### src/rtl/axis_rr_packet_arbiter.sv
// Round-robin packet arbiter for AXI-Stream.
// Merges NUM slave streams into one master stream. A port keeps the grant
// from its first beat until its tlast beat is accepted; the next search
// starts at the port after the one just served.
// Build option: define AXIS_RR_ARB_OUTREG_EN to put a 2-entry skid
// register on the master side (registered outputs, +1 cycle latency).
module axis_rr_packet_arbiter #(
  parameter int NUM   = 4,
  parameter int DSIZE = 8,
  parameter int USIZE = 1
) (
  input  logic                  aclk,
  input  logic                  areset,
  input  logic [NUM*DSIZE-1:0]  s_tdata,
  input  logic [NUM*USIZE-1:0]  s_tuser,
  input  logic [NUM-1:0]        s_tvalid,
  input  logic [NUM-1:0]        s_tlast,
  output logic [NUM-1:0]        s_tready,
  output logic [DSIZE-1:0]      m_tdata,
  output logic [USIZE-1:0]      m_tuser,
  output logic                  m_tvalid,
  output logic                  m_tlast,
  input  logic                  m_tready,
  output logic [NUM-1:0]        grant,
  output logic                  busy
);

  localparam int IW = $clog2(NUM);
  localparam int CW = IW + 1;

  typedef enum logic {IDLE = 1'b0, LOCK = 1'b1} state_t;

  state_t          state_reg, state_next;
  logic [NUM-1:0]  grant_reg, grant_next;
  logic [IW-1:0]   gidx_reg, gidx_next;
  logic [IW-1:0]   ptr_reg, ptr_next;

  logic [DSIZE-1:0] data_arr [NUM];
  logic [USIZE-1:0] user_arr [NUM];

  logic             sel_found;
  logic [IW-1:0]    sel_idx;
  logic [CW-1:0]    cand;

  logic             g_valid, g_last, g_ready, accept;
  logic [DSIZE-1:0] g_data;
  logic [USIZE-1:0] g_user;

  // Unpack the flat slave buses into per-port lanes
  for (genvar gi = 0; gi < NUM; gi++) begin : g_split
    assign data_arr[gi] = s_tdata[gi*DSIZE +: DSIZE];
    assign user_arr[gi] = s_tuser[gi*USIZE +: USIZE];
  end

  // Signals of the currently granted port
  assign g_valid = s_tvalid[gidx_reg];
  assign g_last  = s_tlast[gidx_reg];
  assign g_data  = data_arr[gidx_reg];
  assign g_user  = user_arr[gidx_reg];

  // A beat leaves the granted slave this cycle
  assign accept = (state_reg == LOCK) & g_valid & g_ready;

  // Pick the first requesting port at or after ptr, wrapping at NUM
  always_comb begin
    sel_found = 1'b0;
    sel_idx   = '0;
    cand      = '0;
    for (int i = 0; i < NUM; i++) begin
      cand = {1'b0, ptr_reg} + CW'(i);
      if (cand >= CW'(NUM)) cand = cand - CW'(NUM);
      if (!sel_found && s_tvalid[cand[IW-1:0]]) begin
        sel_found = 1'b1;
        sel_idx   = cand[IW-1:0];
      end
    end
  end

  // State, grant and pointer registers
  always_ff @(posedge aclk) begin
    if (areset) begin
      state_reg <= IDLE;
      grant_reg <= '0;
      gidx_reg  <= '0;
      ptr_reg   <= '0;
    end else begin
      state_reg <= state_next;
      grant_reg <= grant_next;
      gidx_reg  <= gidx_next;
      ptr_reg   <= ptr_next;
    end
  end

  // Next-state: lock onto a requester, release after its tlast beat
  always_comb begin
    state_next = state_reg;
    grant_next = grant_reg;
    gidx_next  = gidx_reg;
    ptr_next   = ptr_reg;
    case (state_reg)
      IDLE: begin
        if (sel_found) begin
          state_next = LOCK;
          grant_next = NUM'(1) << sel_idx;
          gidx_next  = sel_idx;
        end
      end
      LOCK: begin
        if (accept && g_last) begin
          state_next = IDLE;
          grant_next = '0;
          ptr_next   = (gidx_reg == IW'(NUM-1)) ? '0 : gidx_reg + IW'(1);
        end
      end
      default: state_next = IDLE;
    endcase
  end

`ifdef AXIS_RR_ARB_OUTREG_EN
  localparam int BW = DSIZE + USIZE + 1;

  logic [BW-1:0] skid_mem [2];
  logic          skid_wr_reg, skid_rd_reg;
  logic [1:0]    skid_cnt_reg;
  logic          skid_push, skid_pop;
  logic [BW-1:0] skid_head;

  // The slave sees ready whenever the skid has a free slot, so the tlast
  // beat can release the lock while earlier beats still wait downstream.
  assign g_ready   = (skid_cnt_reg != 2'd2);
  assign skid_push = accept;
  assign skid_pop  = (skid_cnt_reg != 2'd0) & m_tready;
  assign skid_head = skid_mem[skid_rd_reg];

  // Two-entry skid FIFO between the granted slave and the master
  always_ff @(posedge aclk) begin
    if (areset) begin
      for (int i = 0; i < 2; i++) skid_mem[i] <= '0;
      skid_wr_reg  <= 1'b0;
      skid_rd_reg  <= 1'b0;
      skid_cnt_reg <= 2'd0;
    end else begin
      if (skid_push) begin
        skid_mem[skid_wr_reg] <= {g_data, g_user, g_last};
        skid_wr_reg           <= ~skid_wr_reg;
      end
      if (skid_pop) skid_rd_reg <= ~skid_rd_reg;
      case ({skid_push, skid_pop})
        2'b10:   skid_cnt_reg <= skid_cnt_reg + 2'd1;
        2'b01:   skid_cnt_reg <= skid_cnt_reg - 2'd1;
        default: skid_cnt_reg <= skid_cnt_reg;
      endcase
    end
  end
`else
  assign g_ready = m_tready;
`endif

  // Outputs: ready only to the owner, master fed from owner or skid
  always_comb begin
    s_tready = '0;
    if (state_reg == LOCK) s_tready[gidx_reg] = g_ready;
`ifdef AXIS_RR_ARB_OUTREG_EN
    m_tvalid = (skid_cnt_reg != 2'd0);
    {m_tdata, m_tuser, m_tlast} = skid_head;
`else
    m_tvalid = 1'b0;
    m_tdata  = '0;
    m_tuser  = '0;
    m_tlast  = 1'b0;
    if (state_reg == LOCK) begin
      m_tvalid = g_valid;
      m_tdata  = g_data;
      m_tuser  = g_user;
      m_tlast  = g_last;
    end
`endif
  end

  assign grant = grant_reg;
  assign busy  = (state_reg == LOCK);

endmodule

### config.mk
export PLATFORM = sky130hd
export DESIGN_NAME = axis_rr_packet_arbiter
export DESIGN_NICKNAME = d
export VERILOG_FILES = /design/src/rtl/axis_rr_packet_arbiter.sv
export SDC_FILE = /design/constraint.sdc
export NUM_CORES = 1
export LEC_CHECK = 0
export ABC_AREA = 1
export BUFFER_PORTS_ARGS = -buffer_cell sky130_fd_sc_hd__buf_4
export CAP_MARGIN = 5
export CORE_AREA = 2 2 54 56
export CTS_BUF_LIST = sky130_fd_sc_hd__clkbuf_4 sky130_fd_sc_hd__clkbuf_8
export DETAILED_ROUTE_END_ITERATION = 8
export DIE_AREA = 0 0 56 58
export PLACE_DENSITY = 0.79
export SYNTH_ARGS = -nofsm -noshare
export SYNTH_HDL_FRONTEND = slang
export SYNTH_SLANG_ARGS = --single-unit
### constraint.sdc
create_clock -name aclk -period 2.3 [get_ports aclk]
set_clock_uncertainty 0.05 [all_clocks]
set_input_delay 0.46 -clock aclk [delete_from_list [all_inputs] [get_ports aclk]]
set_output_delay 0.46 -clock aclk [all_outputs]
set_load 0.1 [all_outputs]
==> results of run 1 <==
-- cell families (layout without fill, tap and decap cells) --
group	count (synthesis)	count (layout)	synth area share, %
buf+inv	31	98	12.1
simple gates	109	109	45.7
flops	9	9	16.0
fa+ha+maj	4	4	4.44
compound gates	48	48	21.8
-- power by group through the flow --
stage	logic, W	registers, W	clock network, W
finish	0.000959	0.000191	0.000137
floorplan	0.000670	0.000278	0
CTS	0.000960	0.000191	0.000137
detailed placement	0.000957	0.000194	0
global placement	0.000951	0.000194	0
global route	0.00102	0.000194	0.000143
-- metrics by stage --
stage	std cells	setup TNS [ns]	utilization, %	power, W	setup slack, ns
2_1_floorplan	201	0	-	0.000948	0.0394
3_3_place_gp	295	0	67.6	0.00114	0.392
3_5_place_dp	295	0	67.6	0.00115	0.366
4_1_cts	299	0	68.8	0.00129	0.0785
5_1_grt	299	-0.0429	68.9	0.00136	-0.0429
6_report	299	0	68.9	0.00129	0.0688
-- worst paths after layout --
check	start	to	slack (ns)
max reg2reg	gidx_reg[1]	ptr_reg[0]	0.60
min	areset	busy	0.35
min reg2reg	grant[0]	grant[0]	0.44
max	gidx_reg[1]	m_tlast	0.07
-- synth_stat cells --
| master | n |
|---|---|
| nand2_1 | 29 |
| o21ai_1 | 2 |
| clkbuf_1 | 6 |
| nor2_2 | 1 |
| nand3_1 | 15 |
| a31oi_1 | 1 |
| o21ai_0 | 22 |
| ha_1 | 4 |
| nand2_4 | 1 |
| and2_1 | 1 |
| nand3b_2 | 1 |
| a21oi_1 | 22 |
| inv_2 | 4 |
| buf_4 | 1 |
| nand2_2 | 11 |
| a32oi_1 | 1 |
| inv_1 | 17 |
| buf_6 | 2 |
| dfxtp_1 | 9 |
| nor2_1 | 44 |
| nand4_1 | 2 |
| buf_2 | 1 |
| nor2_8 | 1 |
| nand3_2 | 3 |
-- area by class of cell --
type	instances	area, µm²
well taps	31	38.8
multi-input cells	161	951
flip-flops and latches	9	184
clock buffers	4	30.0
fillers	245	828
inverters	21	78.8
repair buffers	73	552
-- layer usage --
layer / part of all wire, % / track usage [%] / vias to the layer above
met5: 0 / 0 / -
met4: 2.5 / 6.80 / 0
met3: 3.8 / 1.56 / 8
met2: 51 / 38.7 / 47
met1: 43 / 26.9 / 641
li1: - / - / 786
-- worst max-delay path, stage by stage, from the launching register on --
cell and delay, ns:
dfxtp_1 0.31, inv_1 0.34, a21oi_1 0.08, a32oi_1 0.24
inv_1 0.11, nor2_4 0.08, buf_4 0.28
==> run metrics, run 1 <==
status=finished clean; sequential-to-total area share from yosys stat=16.0%; clk sinks=9; synthesized flop and latch total=9; slew of the pin with the lowest slew margin=0.449 ns; Starting Density=a little over two fifths; minimum clock period=2.23 ns; drc violations=0; # H-tree levels=1; setup bufs post-CTS=0; clock buffer depth=2; Rows=19; mean post-synth cell area=5.61 µm²; Resized Gates After CTS=0; Net Count, Synth=252; clock power share=a little over a tenth; Worst Path Required=1.79 ns; Slew Viols, Final=0; Synth Instances=201; area leader, netlist=dfxtp_1; crit start category=flop; routed via count=1482; Max IR drop VDD=around 0.54 mV; Int Power=0.000530 W; initial antenna violation count=0; commonest non-fill, non-tap cell in the layout=buf_4; sequential power share=14.9%; first-pass GRT wire length=5660 µm; design area=0.00183 mm²; Ports=67; Hold Path Class=in2reg; gpl congestion=0.898; Largest register FFs=4; largest net degree at the start of global routing=27; gr usage total=21.3%; detail-routed via count per cell=between 4 and 5; antenna viol nets, final=0; synth top area cells=dfxtp_1 (16%), nor2_1 (15%), a21oi_1 (9.8%); Setup CP Type=reg2out; final hold vios=0; MaxCap Viol Count=0; Hold WS=0.352 ns; share of layout cells above drive strength 1=42.9%; ANT cells=0; RSZ-0062 raised after global routing=true; commonest non-fill, non-tap cells in the layout=buf_4 (72), nor2_1 (39), nand2_1 (29); post-DP HPWL=2790 µm; initial DRC count=45; Port Buffers=66; total CTS buffers=3; number of global-route vias before repair=approximately 1300; post-synth top area share=16.0%; GRT overflow=0; Area Overhead vs Synth=62.7%; Clock Latency Late Sink=approximately 0.26 ns; Post-Syn Area=0.00113 mm²; Pleak=0.898 nW; Psw=between 0.0007 and 0.0008 W; Slew HR=between 70% and 80%; fin crit share=97.0%; WL per Instance=~12 µm; Post-Route WL=3460 µm; Synth warnings=0; CTS tree=built; die area=0.00325 mm²; Netlist cell types=24; clk slew on worst S/H paths=around 0.060 ns; Layout Nets=320; crit path capture type=output pin; Root Driver=clkbuf_4; hold path depth=2; area post-placement=0.00180 mm²; Max FO, Critical Path=14; R2R depth=7; Final setup viols=0; Die Ht=slightly below 60 µm; Switching Fraction=58.8%; DR pass1 iterations=4; hold_buf cts=0; Die W=56 µm; Logic pwr share=74.5%; Cell Pwr Density=702 mW/mm²; Core ar.=0.00266 mm²; Peak Freq=about 450 MHz; WP data arrival=1.72 ns
Note: power is estimated with default switching activity, not from simulation.
==> run 2: changes to the inputs <==
BUFFER_PORTS_ARGS = not set   (was -buffer_cell sky130_fd_sc_hd__buf_4)
CORE_AREA = 2 2 47 49   (was 2 2 54 56)
DIE_AREA = 0 0 49 51   (was 0 0 56 58)
DONT_BUFFER_PORTS = 1   (was not set)
PLACE_DENSITY = 0.72   (was 0.79)
==> run metrics, run 2 (synthesis gave the netlist of run 1 again) <==
Slew HR=69.7% (-0.33 points); status=finished clean; total CTS buffers=3 (unchanged); Ports=67 (unchanged); Layout Nets=273 (-15%); hold path endpoint=busy; Final setup viols=0 (unchanged); design area=0.00156 mm² (-15%); setup_tns=0 ns (unchanged); clk sinks=9 (unchanged); clock buffer depth=2 (unchanged); drc violations=0 (unchanged); fillcell total=170 (-31%); R2R setup slack=0.52 ns (-0.08 ns); final hold vios=0 (unchanged); clk slew on worst S/H paths=0.06 ns (about the same); Rows=17 (-2); total power=0.00126 W (-1.7%); antenna viol nets, final=0 (unchanged); R2R depth=11 (+4); initial DRC count=37 (-18%); Area Overhead vs Synth=38.5%; crit path capture type=output pin; commonest non-fill, non-tap cell in the layout=nor2_1; WP data arrival=1.67 ns (-0.05 ns); Root Driver=clkbuf_4; Worst Path Required=1.79 ns (about the same); hold_sp=areset; MaxCap Viol Count=0 (unchanged); Max FO, Critical Path=10 (-4); Clock Latency Late Sink=0.26 ns (about the same); slowest CP cell=o21ai_0; Starting Density=54.6% (+12 points); Slew Viols, Final=0 (unchanged); largest net degree at the start of global routing=18 (-33%); Post-Route WL=3320 µm (-3.9%); commonest non-fill, non-tap cells in the layout=nor2_1 (39), nand2_1 (29), o21ai_0 (22); worst-path cell chain=inv_1, buf_4, o21ai_0, a21oi_4, buf_4; detail-routed via count per cell=5.49 (+11%); area post-placement=0.00153 mm² (-15%); gr usage total=27.4% (+6.1 points); Peak Freq=459 MHz (+2.5%); Largest register FFs=4 (unchanged); CP Buf/Inv Count=3 (unchanged); Die Ht=51 µm (-12%); initial antenna violation count=0 (unchanged); CP peak stage delay=0.39 ns (+0.05 ns); # H-tree levels=1 (unchanged); DP Cell Count=245 (-17%); fin crit share=94.6% (-2.4 points); worst reg2reg path startpoint=ptr_reg[0]; die area=0.00250 mm² (-23%); minimum clock period=2.18 ns (-0.0545 ns); hold_buf cts=0 (unchanged); GRT overflow=0 (unchanged); DR pass1 iterations=4 (unchanged); final core occ=75.7% (+6.8 points); FF-to-FF End=gidx_reg[0]; Post-Layout Cell Count=249 (-17%); Hold Path Class=in2reg; routed via count=1368 (-7.7%); number of global-route vias before repair=1311 (-1.6%); Die W=49 µm (-13%); hold path depth=1 (-1); setup bufs post-CTS=0 (unchanged); Setup CP Type=reg2out; gpl congestion=0.798 (-11%); WL per Instance=13.3 µm (+15%); Max IR drop VDD=0.589 mV (+8.7%); crit start category=flop; top cell family by delay on the critical path=buffers and inverters; Pleak=0.693 nW (-23%); RSZ-0062 raised after global routing=false; first-pass GRT wire length=5370 µm (-5.1%); CTS tree=built; post-DP HPWL=2700 µm (-3.0%); Port Buffers=0 (-100%); most used cell, CP=buf_4; ANT cells=0 (unchanged); Core ar.=0.00206 mm² (-23%); Cell Pwr Density=810 mW/mm² (+15%); share of layout cells above drive strength 1=30.8% (-12 points); Resized Gates After CTS=0 (unchanged); slew of the pin with the lowest slew margin=0.449 ns (+0.000764 ns)
run 2: changes by cell type in the layout (fill, tap and decap cells not counted):
cell,before,now
buf_6,1,0
buf_12,0,7
buf_4,72,19
run 2: cell type report:
class	count	area, µm²	share of cell area (%)
well taps	28	35.0	2.24
repair buffers	26	283	18.1
flip-flops and latches	9	184	11.8
inverters	21	78.8	5.05
multi-input cells	161	951	60.9
clock buffers	4	30.0	1.92
run 2: per-stage QoR:
step,hold slack (ns),setup WS (ns)
CTS,0.204,0.130
global placement,0.417,0.456
global route,0.185,0.00609
floorplan,0.469,0.0394
detailed placement,0.419,0.421
finish,0.199,0.123
run 2: where the power goes:
part	internal (W)	switching, W
combinational	0.000253	0.000669
sequential	0.000177	0.0000312
clock	0.0000787	0.0000555
run 2: metal layers:
layer | wire, µm | global-route usage (%) | up-vias | part of all wire [%]
met5 | 0 | 0 | - | 0
met4 | 28 | 9.05 | 0 | 0.84
met3 | 232 | 6.14 | 4 | 7.0
met2 | 1860 | 55.7 | 67 | 56
met1 | 1200 | 27.1 | 601 | 36
li1 | - | - | 696 | -
run 2: worst reg2reg max path: stages, from the launching register on:
cell      delay, ns
dfxtp_1        0.45
inv_2          0.13
nand2_1        0.08
nand2_1        0.11
nand2_2        0.11
nand2_4        0.08
nor2_8         0.15
nand3b_2       0.10
nand2_2        0.13
inv_2          0.08
o21ai_1        0.14
a21oi_1        0.07
run 2: how the worst max path moves through the flow:
stage / depth (start not counted) / endpoint / start
global placement: 5 / m_tdata[6] / gidx_reg[0]
global route: 6 / m_tlast / gidx_reg[1]
detailed placement: 6 / m_tlast / gidx_reg[1]
CTS: 5 / m_tdata[0] / gidx_reg[0]
finish: 5 / m_tdata[0] / gidx_reg[0]
floorplan: 5 / s_tready[1] / gidx_reg[1]
==> run 3: changes to the inputs <==
ABC_AREA = not set   (was 1)
CORE_AREA = 2 2 42 44   (was 2 2 47 49)
CTS_BUF_LIST = not set   (was sky130_fd_sc_hd__clkbuf_4 sky130_fd_sc_hd__clkbuf_8)
DIE_AREA = 0 0 44 46   (was 0 0 49 51)
==> run metrics, run 3 <==
Max IR drop VDD=0.433 mV (-27%); Final setup viols=0 (unchanged); hold_buf cts=0 (unchanged); clk sinks=9 (unchanged); clk slew on worst S/H paths=0.06 ns (about the same); most common cell in the netlist=and2_1; worst-path cell chain=buf_4, mux4_2, and2_2; Largest register FFs=4 (unchanged); fin crit share=95.6% (+0.91 points); area post-placement=0.00102 mm² (-33%); Cell Pwr Density=753 mW/mm² (-7.0%); DP Cell Count=110 (-55%); Synth top cells by count=and2_1 (11), dfxtp_1 (9), mux4_2 (9); Starting Density=54.3% (-0.30 points); slowest CP cell=mux4_2; fillcell total=131 (-23%); post-synth top area share=23.1% (+7.1 points); commonest non-fill, non-tap cells in the layout=mux4_2 (9), and2_2 (9), buf_4 (9); # H-tree levels=1 (unchanged); area leader, netlist=mux4_2; number of global-route vias before repair=759 (-42%); routed wl met3=243 µm (+4.7%); Ports=67 (unchanged); ANT cells=0 (unchanged); CTS tree=built; final hold vios=0 (unchanged); RSZ-0062 raised after global routing=false; total power=0.000793 W (-37%); register area=181 µm² (-1.4%); Hold Path Class=in2reg; status=finished clean; antenna viol nets, final=0 (unchanged); Post-Route WL=2160 µm (-35%); Rows=15 (-2); WP data arrival=1.69 ns (+0.02 ns); Area Overhead vs Synth=20.0%; drc violations=0 (unchanged); Pleak=0.397 nW (-43%); setup_tns=0 ns (unchanged); total CTS buffers=3 (unchanged); share of layout cells above drive strength 1=41.2% (+10 points); GRT overflow=0 (unchanged); minimum clock period=2.20 ns (+0.0210 ns); number of flops mapped to enable cells by yosys=0 (unchanged); Post-Syn Area=877 µm² (-22%); die area=0.00202 mm² (-19%); clock buffer depth=2 (unchanged); Clock Latency Late Sink=0.27 ns (about the same); Net Count, Synth=138 (-45%); gpl congestion=0.812 (+1.7%); Synth warnings=0 (unchanged); Slew HR=66.4% (-3.3 points); post-DP HPWL=1780 µm (-34%); setup bufs post-CTS=0 (unchanged); multi-input logic area=664 µm² (-30%); Resized Gates After CTS=0 (unchanged); initial antenna violation count=0 (unchanged); Netlist cell types=29 (+21%); DR pass1 iterations=4 (unchanged); Post-Layout Cell Count=114 (-54%); CP peak stage delay=0.50 ns (+0.11 ns); detail-routed via count per cell=6.69 (+22%); final core occ=65.2% (-10 points); mean post-synth cell area=10.1 µm² (+80%); Peak Freq=455 MHz (-0.96%); Synth Instances=87 (-57%); largest net degree at the start of global routing=22 (+4); Max FO, Critical Path=8 (-2); Root Driver=clkbuf_4; Met2 Routed Length=1150 µm (-38%); Met1 Wirelength=703 µm (-42%); top sig layer=met4; initial DRC count=9 (-76%); Layout Nets=149 (-45%); synth top area cells=mux4_2 (23%), dfxtp_1 (21%), and2_1 (7.8%); design area=0.00105 mm² (-33%); Worst Path Required=1.79 ns (about the same); routed via count=763 (-44%); crit path capture type=output pin; synthesized flop and latch total=9 (unchanged); async set or reset register ratio after synthesis=0% (unchanged); Slew Viols, Final=0 (unchanged); first-pass GRT wire length=3140 µm (-42%); crit start category=flop; gr usage total=22.0% (-5.4 points); Core ar.=0.00161 mm² (-22%); Setup CP Type=reg2out; Die W=44 µm (-10%); sequential-to-total area share from yosys stat=20.5% (+4.6 points); WL per Instance=19.0 µm (+42%); Port Buffers=0 (unchanged); MaxCap Viol Count=0 (unchanged); Die Ht=46 µm (-9.8%); Top FF cell, synth=dfxtp_1; slew of the pin with the lowest slew margin=0.506 ns (+0.0565 ns)
-- run 3: changes by cell type after synthesis, moves of 9 or more --
cell / before / now
o21ai_0: 22 / 2
and2_1: 1 / 11
nand2_2: 11 / 0
mux4_2: 0 / 9
nor2_1: 44 / 4
nand2_1: 29 / 3
inv_1: 17 / 3
nand3_1: 15 / 0
a21oi_1: 22 / 4
-- run 3: cells by family (layout without fill, tap and decap cells) --
group           after synthesis  in the layout  share of synthesized area [%]
mux                          13             13                           31.4
compound gates               15             15                           12.4
simple gates                 36             36                           24.5
flops                         9              9                           20.5
fa+ha+maj                     4              4                           5.71
buf+inv                      10             20                           5.42
-- run 3: worst max-delay path: cells and delay by family (launching register included) --
family / cells / cell delay [ns]
mux: 1 / 0.50
simple gates: 1 / 0.39
flops: 1 / 0.33
buf+inv: 1 / 0.20
-- run 3: cell type report --
| type | instances | area share, % |
|---|---|---|
| inverters | 3 | 1.07 |
| clock buffers | 4 | 2.50 |
| flip-flops and latches | 9 | 17.2 |
| repair buffers | 13 | 14.0 |
| well taps | 17 | 2.02 |
| multi-input cells | 68 | 63.1 |
-- run 3: routing by layer --
| layer | track usage (%) | vias to the layer above |
|---|---|---|
| met2 | 41.2 | 52 |
| met5 | 0 | - |
| met3 | 4.76 | 7 |
| met1 | 20.6 | 347 |
| met4 | 17.0 | 0 |
| li1 | - | 357 |
-- run 3: final timing paths --
| path | start | end | slack, ns | cells past startpoint |
|---|---|---|---|---|
| hold reg to reg | ptr_reg[0] | ptr_reg[0] | 0.50 | 2 |
| setup / recovery | gidx_reg[0] | m_tdata[0] | 0.10 | 3 |
| setup reg to reg | gidx_reg[0] | ptr_reg[1] | 0.61 | 5 |
| hold / removal | areset | gidx_reg[1] | 0.20 | 1 |
-- run 3: stage by stage --
stage	setup slack, ns	hold slack, ns
floorplan	0.0498	0.439
global placement	0.376	0.462
detailed placement	0.330	0.484
CTS	0.0340	0.196
global route	0.0215	0.198
finish	0.102	0.200
-- run 3: power by group --
| part | leakage [nW] | total [W] | internal (W) | switching, W |
|---|---|---|---|---|
| sequential | 0.0737 | 0.000187 | 0.000170 | 0.0000177 |
| combinational | 0.308 | 0.000477 | 0.000115 | 0.000362 |
| clock | 0.0150 | 0.000129 | 0.0000672 | 0.0000614 |
